## config.mk

```make
export PLATFORM = sky130hd
export DESIGN_NAME = regwrite_arbiter_flat
export DESIGN_NICKNAME = d
export VERILOG_FILES = /design/src/rtl/regwrite_arbiter_pkg.sv /design/src/rtl/regwrite_arbiter_if.sv /design/src/rtl/regwrite_arbiter_rr.sv /design/src/rtl/regwrite_arbiter.sv /design/src/flat_wrapper.sv
export SDC_FILE = /design/constraint.sdc
export NUM_CORES = 1
export LEC_CHECK = 0
export CORE_ASPECT_RATIO = 0.6
export CORE_MARGIN = 2
export CORE_UTILIZATION = 36
export CTS_CLUSTER_SIZE = 40
export DETAILED_ROUTE_END_ITERATION = 8
export HOLD_SLACK_MARGIN = 0.03
export PLACE_DENSITY = 0.75
export SETUP_SLACK_MARGIN = 0.4
export SYNTH_ARGS = -nofsm -noshare
export SYNTH_HDL_FRONTEND = slang
export SYNTH_HIERARCHICAL = 1
export SYNTH_SLANG_ARGS = --single-unit
```

## constraint.sdc

```tcl
create_clock -name clk -period 1.4 [get_ports clk]
set_input_delay 0.21 -clock clk [delete_from_list [all_inputs] [get_ports clk]]
set_output_delay 0.21 -clock clk [all_outputs]
set_load 0.02 [all_outputs]
```

## src/rtl/regwrite_arbiter_pkg.sv

```systemverilog
// Shared register-file writeback types and widths.
package regfile_pkg;

  localparam int ADDR_W = 4;
  localparam int DATA_W = 8;
  localparam int CNT_W  = 8;

  // Writeback request as produced by the execute and load stages.
  typedef struct packed {
    logic              valid;
    logic [ADDR_W-1:0] addr;
    logic [DATA_W-1:0] data;
  } wb_req_t;

  // Identity of the requester that most recently won the write port.
  typedef enum logic {
    GNT_REQ0 = 1'b0,
    GNT_REQ1 = 1'b1
  } grant_t;

endpackage

```

## src/rtl/regwrite_arbiter_if.sv

```systemverilog
// Writeback request, register-file write and forwarding signals.
interface regwrite_arbiter_if
  import regfile_pkg::*;
#(
  parameter int ADDR_W = regfile_pkg::ADDR_W,
  parameter int DATA_W = regfile_pkg::DATA_W,
  parameter int CNT_W  = regfile_pkg::CNT_W
);

  logic              freeze;
  logic              req0_valid;
  logic [ADDR_W-1:0] req0_addr;
  logic [DATA_W-1:0] req0_data;
  logic              req0_ready;
  logic              req1_valid;
  logic [ADDR_W-1:0] req1_addr;
  logic [DATA_W-1:0] req1_data;
  logic              req1_ready;
  logic              RegWrite;
  logic [ADDR_W-1:0] write_register;
  logic [DATA_W-1:0] data_in;
  logic [ADDR_W-1:0] raddrA;
  logic [ADDR_W-1:0] raddrB;
  logic              fwd_validA;
  logic [DATA_W-1:0] fwd_dataA;
  logic              fwd_validB;
  logic [DATA_W-1:0] fwd_dataB;
  logic [CNT_W-1:0]  grant_cnt0;
  logic [CNT_W-1:0]  grant_cnt1;

  // Pipeline / decoder side: drives requests and read addresses.
  modport master (
    output freeze,
    output req0_valid, req0_addr, req0_data,
    output req1_valid, req1_addr, req1_data,
    output raddrA, raddrB,
    input  req0_ready, req1_ready,
    input  RegWrite, write_register, data_in,
    input  fwd_validA, fwd_dataA, fwd_validB, fwd_dataB,
    input  grant_cnt0, grant_cnt1
  );

  // Arbiter side.
  modport slave (
    input  freeze,
    input  req0_valid, req0_addr, req0_data,
    input  req1_valid, req1_addr, req1_data,
    input  raddrA, raddrB,
    output req0_ready, req1_ready,
    output RegWrite, write_register, data_in,
    output fwd_validA, fwd_dataA, fwd_validB, fwd_dataB,
    output grant_cnt0, grant_cnt1
  );

endinterface

```

## src/rtl/regwrite_arbiter_rr.sv

```systemverilog
// Two-way round-robin grant with freeze/reset gating.
module rr_arbiter2
  import regfile_pkg::*;
(
  input  logic clk,
  input  logic reset,
  input  logic i_freeze,
  input  logic i_valid0,
  input  logic i_valid1,
  output logic o_grant0,
  output logic o_grant1
);

  grant_t r_last_grant;
  logic   w_block;

  // Remember the most recent winner; a grant always completes a handshake.
  always_ff @(posedge clk) begin
    if (reset) begin
      r_last_grant <= GNT_REQ1;
    end else if (o_grant0) begin
      r_last_grant <= GNT_REQ0;
    end else if (o_grant1) begin
      r_last_grant <= GNT_REQ1;
    end
  end

  // Lone requester wins; on contention the one that did not win last time.
  always_comb begin
    o_grant0 = 1'b0;
    o_grant1 = 1'b0;
    w_block  = reset || i_freeze;
    if (!w_block) begin
      o_grant0 = i_valid0 && (!i_valid1 || (r_last_grant == GNT_REQ1));
      o_grant1 = i_valid1 && (!i_valid0 || (r_last_grant == GNT_REQ0));
    end
  end

endmodule

```

## src/rtl/regwrite_arbiter.sv

```systemverilog
// Register-file write-port arbiter: ALU (req0) vs load (req1) writeback,
// registered write stage, read-after-write forwarding, grant counters.
module regwrite_arbiter
  import regfile_pkg::*;
#(
  parameter int ADDR_W = regfile_pkg::ADDR_W,
  parameter int DATA_W = regfile_pkg::DATA_W,
  parameter int CNT_W  = regfile_pkg::CNT_W
)(
  input  logic              clk,
  input  logic              reset,
  regwrite_arbiter_if.slave bus
);

  logic              w_grant0;
  logic              w_grant1;
  logic              w_regwrite;
  logic              w_fwd_validA;
  logic              w_fwd_validB;
  logic              r_regwrite;
  logic [ADDR_W-1:0] r_wr_addr;
  logic [DATA_W-1:0] r_wr_data;
  logic [CNT_W-1:0]  r_cnt0;
  logic [CNT_W-1:0]  r_cnt1;

  rr_arbiter2 u_arb (
    .clk      (clk),
    .reset    (reset),
    .i_freeze (bus.freeze),
    .i_valid0 (bus.req0_valid),
    .i_valid1 (bus.req1_valid),
    .o_grant0 (w_grant0),
    .o_grant1 (w_grant1)
  );

  // Output stage: capture the winner; address/data hold when idle.
  always_ff @(posedge clk) begin
    if (reset) begin
      r_regwrite <= 1'b0;
      r_wr_addr  <= '0;
      r_wr_data  <= '0;
    end else begin
      r_regwrite <= w_grant0 || w_grant1;
      if (w_grant0) begin
        r_wr_addr <= bus.req0_addr;
        r_wr_data <= bus.req0_data;
      end else if (w_grant1) begin
        r_wr_addr <= bus.req1_addr;
        r_wr_data <= bus.req1_data;
      end
    end
  end

  // Saturating grant counters, cleared only by reset.
  always_ff @(posedge clk) begin
    if (reset) begin
      r_cnt0 <= '0;
      r_cnt1 <= '0;
    end else begin
      if (w_grant0 && (r_cnt0 != '1)) r_cnt0 <= r_cnt0 + CNT_W'(1);
      if (w_grant1 && (r_cnt1 != '1)) r_cnt1 <= r_cnt1 + CNT_W'(1);
    end
  end

  // Write enable is masked by reset so an entry held in the stage when
  // reset arrives never reaches reg_file; forwarding follows the masked enable.
  always_comb begin
    w_regwrite   = r_regwrite && !reset;
    w_fwd_validA = w_regwrite && (r_wr_addr == bus.raddrA);
    w_fwd_validB = w_regwrite && (r_wr_addr == bus.raddrB);
  end

  assign bus.req0_ready     = w_grant0;
  assign bus.req1_ready     = w_grant1;
  assign bus.RegWrite       = w_regwrite;
  assign bus.write_register = r_wr_addr;
  assign bus.data_in        = r_wr_data;
  assign bus.fwd_validA     = w_fwd_validA;
  assign bus.fwd_dataA      = w_fwd_validA ? r_wr_data : '0;
  assign bus.fwd_validB     = w_fwd_validB;
  assign bus.fwd_dataB      = w_fwd_validB ? r_wr_data : '0;
  assign bus.grant_cnt0     = r_cnt0;
  assign bus.grant_cnt1     = r_cnt1;

endmodule
```

## src/flat_wrapper.sv

```systemverilog
// flat-port wrapper written by rule: the top's interface ports become plain ports
module regwrite_arbiter_flat import regfile_pkg::*;
#(
  parameter int ADDR_W = regfile_pkg::ADDR_W,
  parameter int DATA_W = regfile_pkg::DATA_W,
  parameter int CNT_W  = regfile_pkg::CNT_W
)
  (clk, reset, bus_freeze, bus_req0_valid, bus_req0_addr, bus_req0_data, bus_req1_valid, bus_req1_addr, bus_req1_data, bus_raddrA, bus_raddrB, bus_req0_ready, bus_req1_ready, bus_RegWrite, bus_write_register, bus_data_in, bus_fwd_validA, bus_fwd_dataA, bus_fwd_validB, bus_fwd_dataB, bus_grant_cnt0, bus_grant_cnt1);
  regwrite_arbiter_if #(.ADDR_W(ADDR_W), .DATA_W(DATA_W), .CNT_W(CNT_W)) bus_i ();
  input  logic clk;
  input  logic reset;
  input wire logic [$bits(bus_i.freeze)-1:0] bus_freeze;
  input wire logic [$bits(bus_i.req0_valid)-1:0] bus_req0_valid;
  input wire logic [$bits(bus_i.req0_addr)-1:0] bus_req0_addr;
  input wire logic [$bits(bus_i.req0_data)-1:0] bus_req0_data;
  input wire logic [$bits(bus_i.req1_valid)-1:0] bus_req1_valid;
  input wire logic [$bits(bus_i.req1_addr)-1:0] bus_req1_addr;
  input wire logic [$bits(bus_i.req1_data)-1:0] bus_req1_data;
  input wire logic [$bits(bus_i.raddrA)-1:0] bus_raddrA;
  input wire logic [$bits(bus_i.raddrB)-1:0] bus_raddrB;
  output wire logic [$bits(bus_i.req0_ready)-1:0] bus_req0_ready;
  output wire logic [$bits(bus_i.req1_ready)-1:0] bus_req1_ready;
  output wire logic [$bits(bus_i.RegWrite)-1:0] bus_RegWrite;
  output wire logic [$bits(bus_i.write_register)-1:0] bus_write_register;
  output wire logic [$bits(bus_i.data_in)-1:0] bus_data_in;
  output wire logic [$bits(bus_i.fwd_validA)-1:0] bus_fwd_validA;
  output wire logic [$bits(bus_i.fwd_dataA)-1:0] bus_fwd_dataA;
  output wire logic [$bits(bus_i.fwd_validB)-1:0] bus_fwd_validB;
  output wire logic [$bits(bus_i.fwd_dataB)-1:0] bus_fwd_dataB;
  output wire logic [$bits(bus_i.grant_cnt0)-1:0] bus_grant_cnt0;
  output wire logic [$bits(bus_i.grant_cnt1)-1:0] bus_grant_cnt1;
  assign bus_i.freeze = bus_freeze;
  assign bus_i.req0_valid = bus_req0_valid;
  assign bus_i.req0_addr = bus_req0_addr;
  assign bus_i.req0_data = bus_req0_data;
  assign bus_i.req1_valid = bus_req1_valid;
  assign bus_i.req1_addr = bus_req1_addr;
  assign bus_i.req1_data = bus_req1_data;
  assign bus_i.raddrA = bus_raddrA;
  assign bus_i.raddrB = bus_raddrB;
  assign bus_req0_ready = bus_i.req0_ready;
  assign bus_req1_ready = bus_i.req1_ready;
  assign bus_RegWrite = bus_i.RegWrite;
  assign bus_write_register = bus_i.write_register;
  assign bus_data_in = bus_i.data_in;
  assign bus_fwd_validA = bus_i.fwd_validA;
  assign bus_fwd_dataA = bus_i.fwd_dataA;
  assign bus_fwd_validB = bus_i.fwd_validB;
  assign bus_fwd_dataB = bus_i.fwd_dataB;
  assign bus_grant_cnt0 = bus_i.grant_cnt0;
  assign bus_grant_cnt1 = bus_i.grant_cnt1;
  regwrite_arbiter #(.ADDR_W(ADDR_W), .DATA_W(DATA_W), .CNT_W(CNT_W)) u_core (.clk(clk), .reset(reset), .bus(bus_i));
endmodule
```

==> results.ini, run 1 <==
[final_layout]
area_growth_pct=140
final_cell_mix=buf_6 (72), clkdlybuf4s50_1 (24), buf_4 (21), dfxtp_4 (18)
multi_input_area_sq_mm=0.00168
final_common_cell=buf_6
nets=371
final_layout_size_suffix_gt1_share_pct=68.2
final_cells=397
fillers=166
regArea_sq_um=683

[floorplan]
chipHeight_um=57.5
die-area_sq_mm=0.00536
start_util_pct=37.4
io_pins=86
die_w_um=93.2
fp-row-count=19
core_sq_mm=0.00459

[yosys]
synthCells=193
synthArstFlopShare_pct=0
synthesis.area_sq_mm=0.00172
synth.avg_cell_area_sq_um=8.90
synthesis.nets=232
yosysWarnings=6
ys_seq_elements=30
ys_seq_area_share_pct=35.0
synth_top_flop_cell=dfxtp_1
synth_edf_count=0
yosysUniqueCellTypes=32

[sta]
hold_ws_ns=0.391
rsz0062_at_grt=yes
skew_ns=0.0105
finalCriticalPeriod_ns=1.69
setup-tns-final_ns=-7.32
worstMarginPinSlew_ns=0.293
setup_ws_ns=-0.290
setup_viol=47
final.period_utilization_pct=121
fmax_mhz=592
hold_viol=0
drv_slew=0
max-slew-margin-rel_pct=79.9

[hold_path]
hp-class=in2reg

[detailed_routing]
dr.pass1.iters=5
drtIter0Drc=249
ant_nets=0
wl_per_cell_um=25.1
num_vias=2337
viasPerCell=5.89
routed_wl_um=9950
drc=0

[place]
post-place-cells=364
dp_hpwl_um=4870
gp_congestion=0.853
numPortBuffers=85

[worst_setup_path]
critical_path_depth=5
cp_cell_sequence=xnor2_4 -> nand3_4 -> buf_12 -> nor3_4 -> buf_6
worstSetupEndpointType=primary output
crit_family=flip-flops
cp_slowest_cell=dfxtp_4
cpPeakStageDelay_ns=0.39
critical_path.max_fanout=5
r2r_cells=7
rrSetupSlack_ns=-0.25
r2r-start=u_core/u_arb/r_last_grant
worstSetupEndpoint=bus_fwd_dataB[4]
worstSetupPathType=reg2out
reg2reg_to=u_core/bus.data_in[6]
required_ns=1.19
critPathArrivalTime_ns=1.48
path_buf_inv=2
cp-startpoint=u_core/bus.write_register[2]
start_kind=register

[global_route]
track_usage_pct=30.5
gr-total-overflow=0
grt_max_degree=36
antenna_found_initial=0
grt_pass1_wl_um=12300
grt_pass1_vias=2147

[cts]
h-tree-depth=2
clkLatencyLatePin_ns=0.28
numCtsBuffers=5
cts-root-buf=clkbuf_8
cts_tree=done
holdBufCountCts=0
clk_pin_slew_ns=0.07
cts.sinks=30
clk_path_buf_depth=2

[flow_run]
cap_viol_max_count=0

[power]
power_leakage_nw=1.77
ir_drop_mv=0.508
powerDensity_mw_per_mm2=567

[outcome]
outcome=finished, violations left
violations=setup timing

==> layer usage <==
metal  track usage (%)  vias to the layer above  routed length, um
met2              48.7                      207               4530
met1              42.8                     1100               3900
met3              7.00                       45               1070
met4              6.72                        0                447
li1                  -                      985                  -
met5                 0                        -                  0
==> logic make-up after synthesis <==
logic type      count (synthesis)  share of synthesized area (%)
mux                            28                           17.8
fa+ha+maj                       2                           1.46
compound gates                 27                           10.5
flops                          30                           35.0
simple gates                   81                           25.7
buf+inv                        17                           5.54
xor+xnor                        8                           4.08
==> timing repair <==
item	4_1_cts	5_1_grt
setup endpoints to repair	79	79
hold endpoints to repair	0	0
gates resized for setup	389	27
gates cloned	4	1
pin swaps	31	29
buffers inserted	11	8
==> area by class of cell <==
| type | count | area share [%] |
|---|---|---|
| diodes | 1 | 0.0607 |
| multi-input cells | 147 | 40.9 |
| clock inverters | 1 | 0.121 |
| repair buffers | 140 | 37.6 |
| clock buffers | 7 | 2.09 |
| inverters | 8 | 0.729 |
| well taps | 63 | 1.91 |
| flip-flops and latches | 30 | 16.6 |
==> synthesized netlist by cell type (4+ instances only) <==
cell | count | area [sq um]
dfxtp_1 | 30 | 601
nor3_1 | 24 | 120
nand2_1 | 5 | 18.8
nand4_1 | 4 | 25.0
mux2_1 | 6 | 67.6
mux2i_1 | 14 | 140
a211oi_1 | 6 | 45.0
nor2_1 | 22 | 82.6
xnor2_1 | 8 | 70.1
inv_1 | 8 | 30.0
buf_2 | 4 | 20.0
mux2_2 | 6 | 67.6
nand2b_1 | 5 | 31.3
a31oi_1 | 4 | 25.0
nand3_1 | 4 | 20.0
a21oi_1 | 11 | 55.1
==> worst min-delay path, delay by kind of cell <==
kind	cells	cell delay, ns
and+or+nand+nor	1	0.11
AOI/OAI and AO/OA	1	0.05
buffers and inverters	1	0.25
==> sequential cells by signal, indices dropped and copies added (netlist names) <==
signal	cells
u_core/u_arb/r_last_grant	1
u_core/r_regwrite	1
u_core/bus.data_in	8
u_core/bus.grant_cnt1	8
u_core/bus.grant_cnt0	8
u_core/bus.write_register	4
==> power by group <==
part           switching, mW  total [mW]  internal, mW
Sequential            0.0421       0.897         0.855
Combinational          0.310       0.705         0.395
Clock                  0.339       0.735         0.397
==> per-stage QoR <==
| stage | util [%] | cell area [sq um] | setup WS [ns] | power [mW] |
|---|---|---|---|---|
| floorplan | - | 2150 | -0.00325 | 1.18 |
| global placement | 71.4 | 3280 | -0.781 | 1.43 |
| detailed placement | 71.4 | 3280 | -0.801 | 1.44 |
| CTS | 85.4 | 3920 | -0.257 | 2.26 |
| global route | 89.8 | 4120 | -0.330 | 2.40 |
| finish | 89.8 | 4120 | -0.290 | 2.34 |
==> worst min-delay path by stage <==
| stage | slack [ns] | cells past startpoint | endpoint | startpoint |
|---|---|---|---|---|
| detailed placement | 0.51 | 2 | u_core/bus.grant_cnt0[1] | u_core/bus.grant_cnt0[1] |
| CTS | 0.37 | 3 | u_core/u_arb/r_last_grant | bus_freeze |
| floorplan | 0.36 | 2 | u_core/bus.write_register[2] | bus_req0_addr[2] |
| global placement | 0.51 | 2 | u_core/bus.grant_cnt0[1] | u_core/bus.grant_cnt0[1] |
| finish | 0.39 | 3 | u_core/u_arb/r_last_grant | bus_freeze |
| global route | 0.43 | 3 | u_core/u_arb/r_last_grant | bus_freeze |
(Power assumes the default switching activity.)
==> run 2, diff against run 1 <==
--- a/config.mk
+++ b/config.mk
@@ -7,11 +7,11 @@
 export LEC_CHECK = 0
 export CORE_ASPECT_RATIO = 0.6
 export CORE_MARGIN = 2
-export CORE_UTILIZATION = 36
+export CORE_UTILIZATION = 43
 export CTS_CLUSTER_SIZE = 40
 export DETAILED_ROUTE_END_ITERATION = 8
 export HOLD_SLACK_MARGIN = 0.03
-export PLACE_DENSITY = 0.75
+export PLACE_DENSITY = 0.84
 export SETUP_SLACK_MARGIN = 0.4
 export SYNTH_ARGS = -nofsm -noshare
 export SYNTH_HDL_FRONTEND = slang
==> constraint.sdc (replaced) <==
create_clock -name clk -period 2.05 [get_ports clk]
set_input_delay 0.3075 -clock clk [delete_from_list [all_inputs] [get_ports clk]]
set_output_delay 0.3075 -clock clk [all_outputs]
set_load 0.02 [all_outputs]
==> results.ini, run 2 (synthesis gave the netlist of run 1 again) <==
[outcome]
outcome=completed

[final_layout]
antennaDiodeCount=0  ; -1
nets=332  ; -11%
final_cell_mix=clkdlybuf4s50_1 (36), dfxtp_1 (24), nor2_1 (20), dlygate4sd2_1 (18), buf_6 (15)
final_cells=340  ; -14%
area_growth_pct=84.3
fin_util_pct=84.6  ; -5.2 points
finish.instance_area_sq_mm=0.00317  ; -23%
final_common_cell=clkdlybuf4s50_1
final_layout_size_suffix_gt1_share_pct=33.4  ; -35 points

[floorplan]
die-area_sq_mm=0.00453  ; -15%
die_w_um=85.6  ; -8.1%
core_sq_mm=0.00374  ; -18%
io_pins=86  ; unchanged
chipHeight_um=53.0  ; -7.9%
fp-row-count=17  ; -2
start_util_pct=45.9  ; +8.4 points

[sta]
setup_ws_ns=0.240  ; +0.529 ns
hold_ws_ns=0.449  ; +0.0582 ns
setup-tns-final_ns=0  ; +7.32 ns
max-slew-margin-rel_pct=75.1  ; -4.7 points
rsz0062_at_grt=yes
fmax_mhz=552
hold_viol=0  ; unchanged
setup_viol=0  ; -100%
worstMarginPinSlew_ns=0.373  ; +0.0794 ns
final.period_utilization_pct=88.3
finalCriticalPeriod_ns=1.81
skew_ns=0.00372  ; -0.00678 ns
drv_slew=0  ; unchanged

[cts]
cts_tree=done
numCtsBuffers=5  ; unchanged
cts-root-buf=clkbuf_8
h-tree-depth=2  ; unchanged
cts.sinks=30  ; unchanged
clk_path_buf_depth=2  ; unchanged
clk_pin_slew_ns=0.06  ; about the same
clkLatencyLatePin_ns=0.28  ; about the same

[global_route]
gr-total-overflow=0  ; unchanged
busiest_layer=met2
grt_max_degree=36  ; unchanged
grt_pass1_vias=1840  ; -14%
track_usage_pct=27.9  ; -2.7 points
grtUsageMet1_pct=36.4  ; -6.4 points
use_met2_pct=46.7  ; -1.9 points
grt_use_met3_pct=6.24  ; -0.76 points
antenna_found_initial=0  ; unchanged
grt_pass1_wl_um=9410  ; -24%

[power]
powerDensity_mw_per_mm2=447  ; -21%
power_leakage_nw=1.52  ; -14%
total_power_mw=1.42  ; -39%
ir_drop_mv=0.387  ; -24%

[detailed_routing]
viasPerCell=6.18  ; +4.9%
drc=0  ; unchanged
wl_per_cell_um=21.5  ; -14%
routed_wl_um=7300  ; -27%
drtIter0Drc=191  ; -23%
dr.pass1.iters=5  ; unchanged
ant_nets=0  ; unchanged
num_vias=2100  ; -10%

[worst_setup_path]
cpPeakStageDelay_ns=0.37  ; -0.02 ns
worstSetupEndpointType=primary output
path_buf_inv=2  ; unchanged
critPathArrivalTime_ns=1.50  ; +0.02 ns
start_kind=register
crit_family=flip-flops
required_ns=1.74  ; +0.55 ns
cp_cell_sequence=xnor2_2 -> nand3_2 -> buf_8 -> nor3_4 -> buf_6
critical_path.max_fanout=5  ; unchanged
cp_slowest_cell=dfxtp_4
worstSetupPathType=reg2out

[place]
pre_cts_ws_ns=-0.316  ; +0.484 ns
numPortBuffers=85  ; unchanged
dp_hpwl_um=3880  ; -20%
placed_area_sq_mm=0.00265  ; -19%
gp_congestion=0.815  ; -4.4%
post-place-cells=326  ; -10%

[hold_path]
hp-class=in2reg

[flow_run]
cap_viol_max_count=0  ; unchanged

## run 2: cell types whose count changed in the layout (fill, tap and decap cells not counted), sizes merged
cell,change
buf,-71
clkdlybuf4s50,+12
dlymetal6s2s,+9
dlygate4sd2,+8
bufbuf,+2
clkinv,-1
diode,-1
nand2,+1
## run 2: worst min-delay path, stage by stage
cell,delay (ns)
dlymetal6s2s_1,0.12
and4bb_1,0.22
a21oi_1,0.05
## run 2: power by group
group | switching (mW) | leakage (nW) | internal (mW) | total (mW)
combinational | 0.163 | 1.24 | 0.178 | 0.341
clock | 0.220 | 0.0383 | 0.233 | 0.454
sequential | 0.0232 | 0.246 | 0.599 | 0.622
total | 0.406 | 1.52 | 1.01 | 1.42
## run 2: timing repair
item | CTS | global route
pin swaps | 20 | 20
setup endpoints to repair | 56 | 47
cloned | 6 | 0
buffers inserted | 1 | 0
gates resized for setup | 174 | 57
hold buffers | 0 | 0
## run 2: layout make-up
type / instances / area (sq um)
Clock buffer: 7 / 76.3
Fill cell: 183 / 577
Inverter: 8 / 30.0
Multi-Input combinational cell: 148 / 1350
Sequential cell: 30 / 618
Tap cell: 47 / 58.8
Timing Repair Buffer: 100 / 1030
## run 2: path summary, 6_finish.rpt
| kind | start | endpoint | slack [ns] | cells after the start |
|---|---|---|---|---|
| max | u_core/bus.write_register[2] | bus_fwd_dataB[6] | 0.24 | 5 |
| min | bus_req0_valid | u_core/u_arb/r_last_grant | 0.45 | 3 |
| max reg2reg | u_core/u_arb/r_last_grant | u_core/bus.grant_cnt0[7] | 0.40 | 6 |
| min reg2reg | u_core/bus.grant_cnt1[7] | u_core/bus.grant_cnt1[7] | 0.53 | 1 |
## run 2: layer usage
metal,up-vias,share of wire [%]
met3,46,9.4
met4,0,4.7
met5,-,0
li1,903,-
met2,161,48
met1,990,38
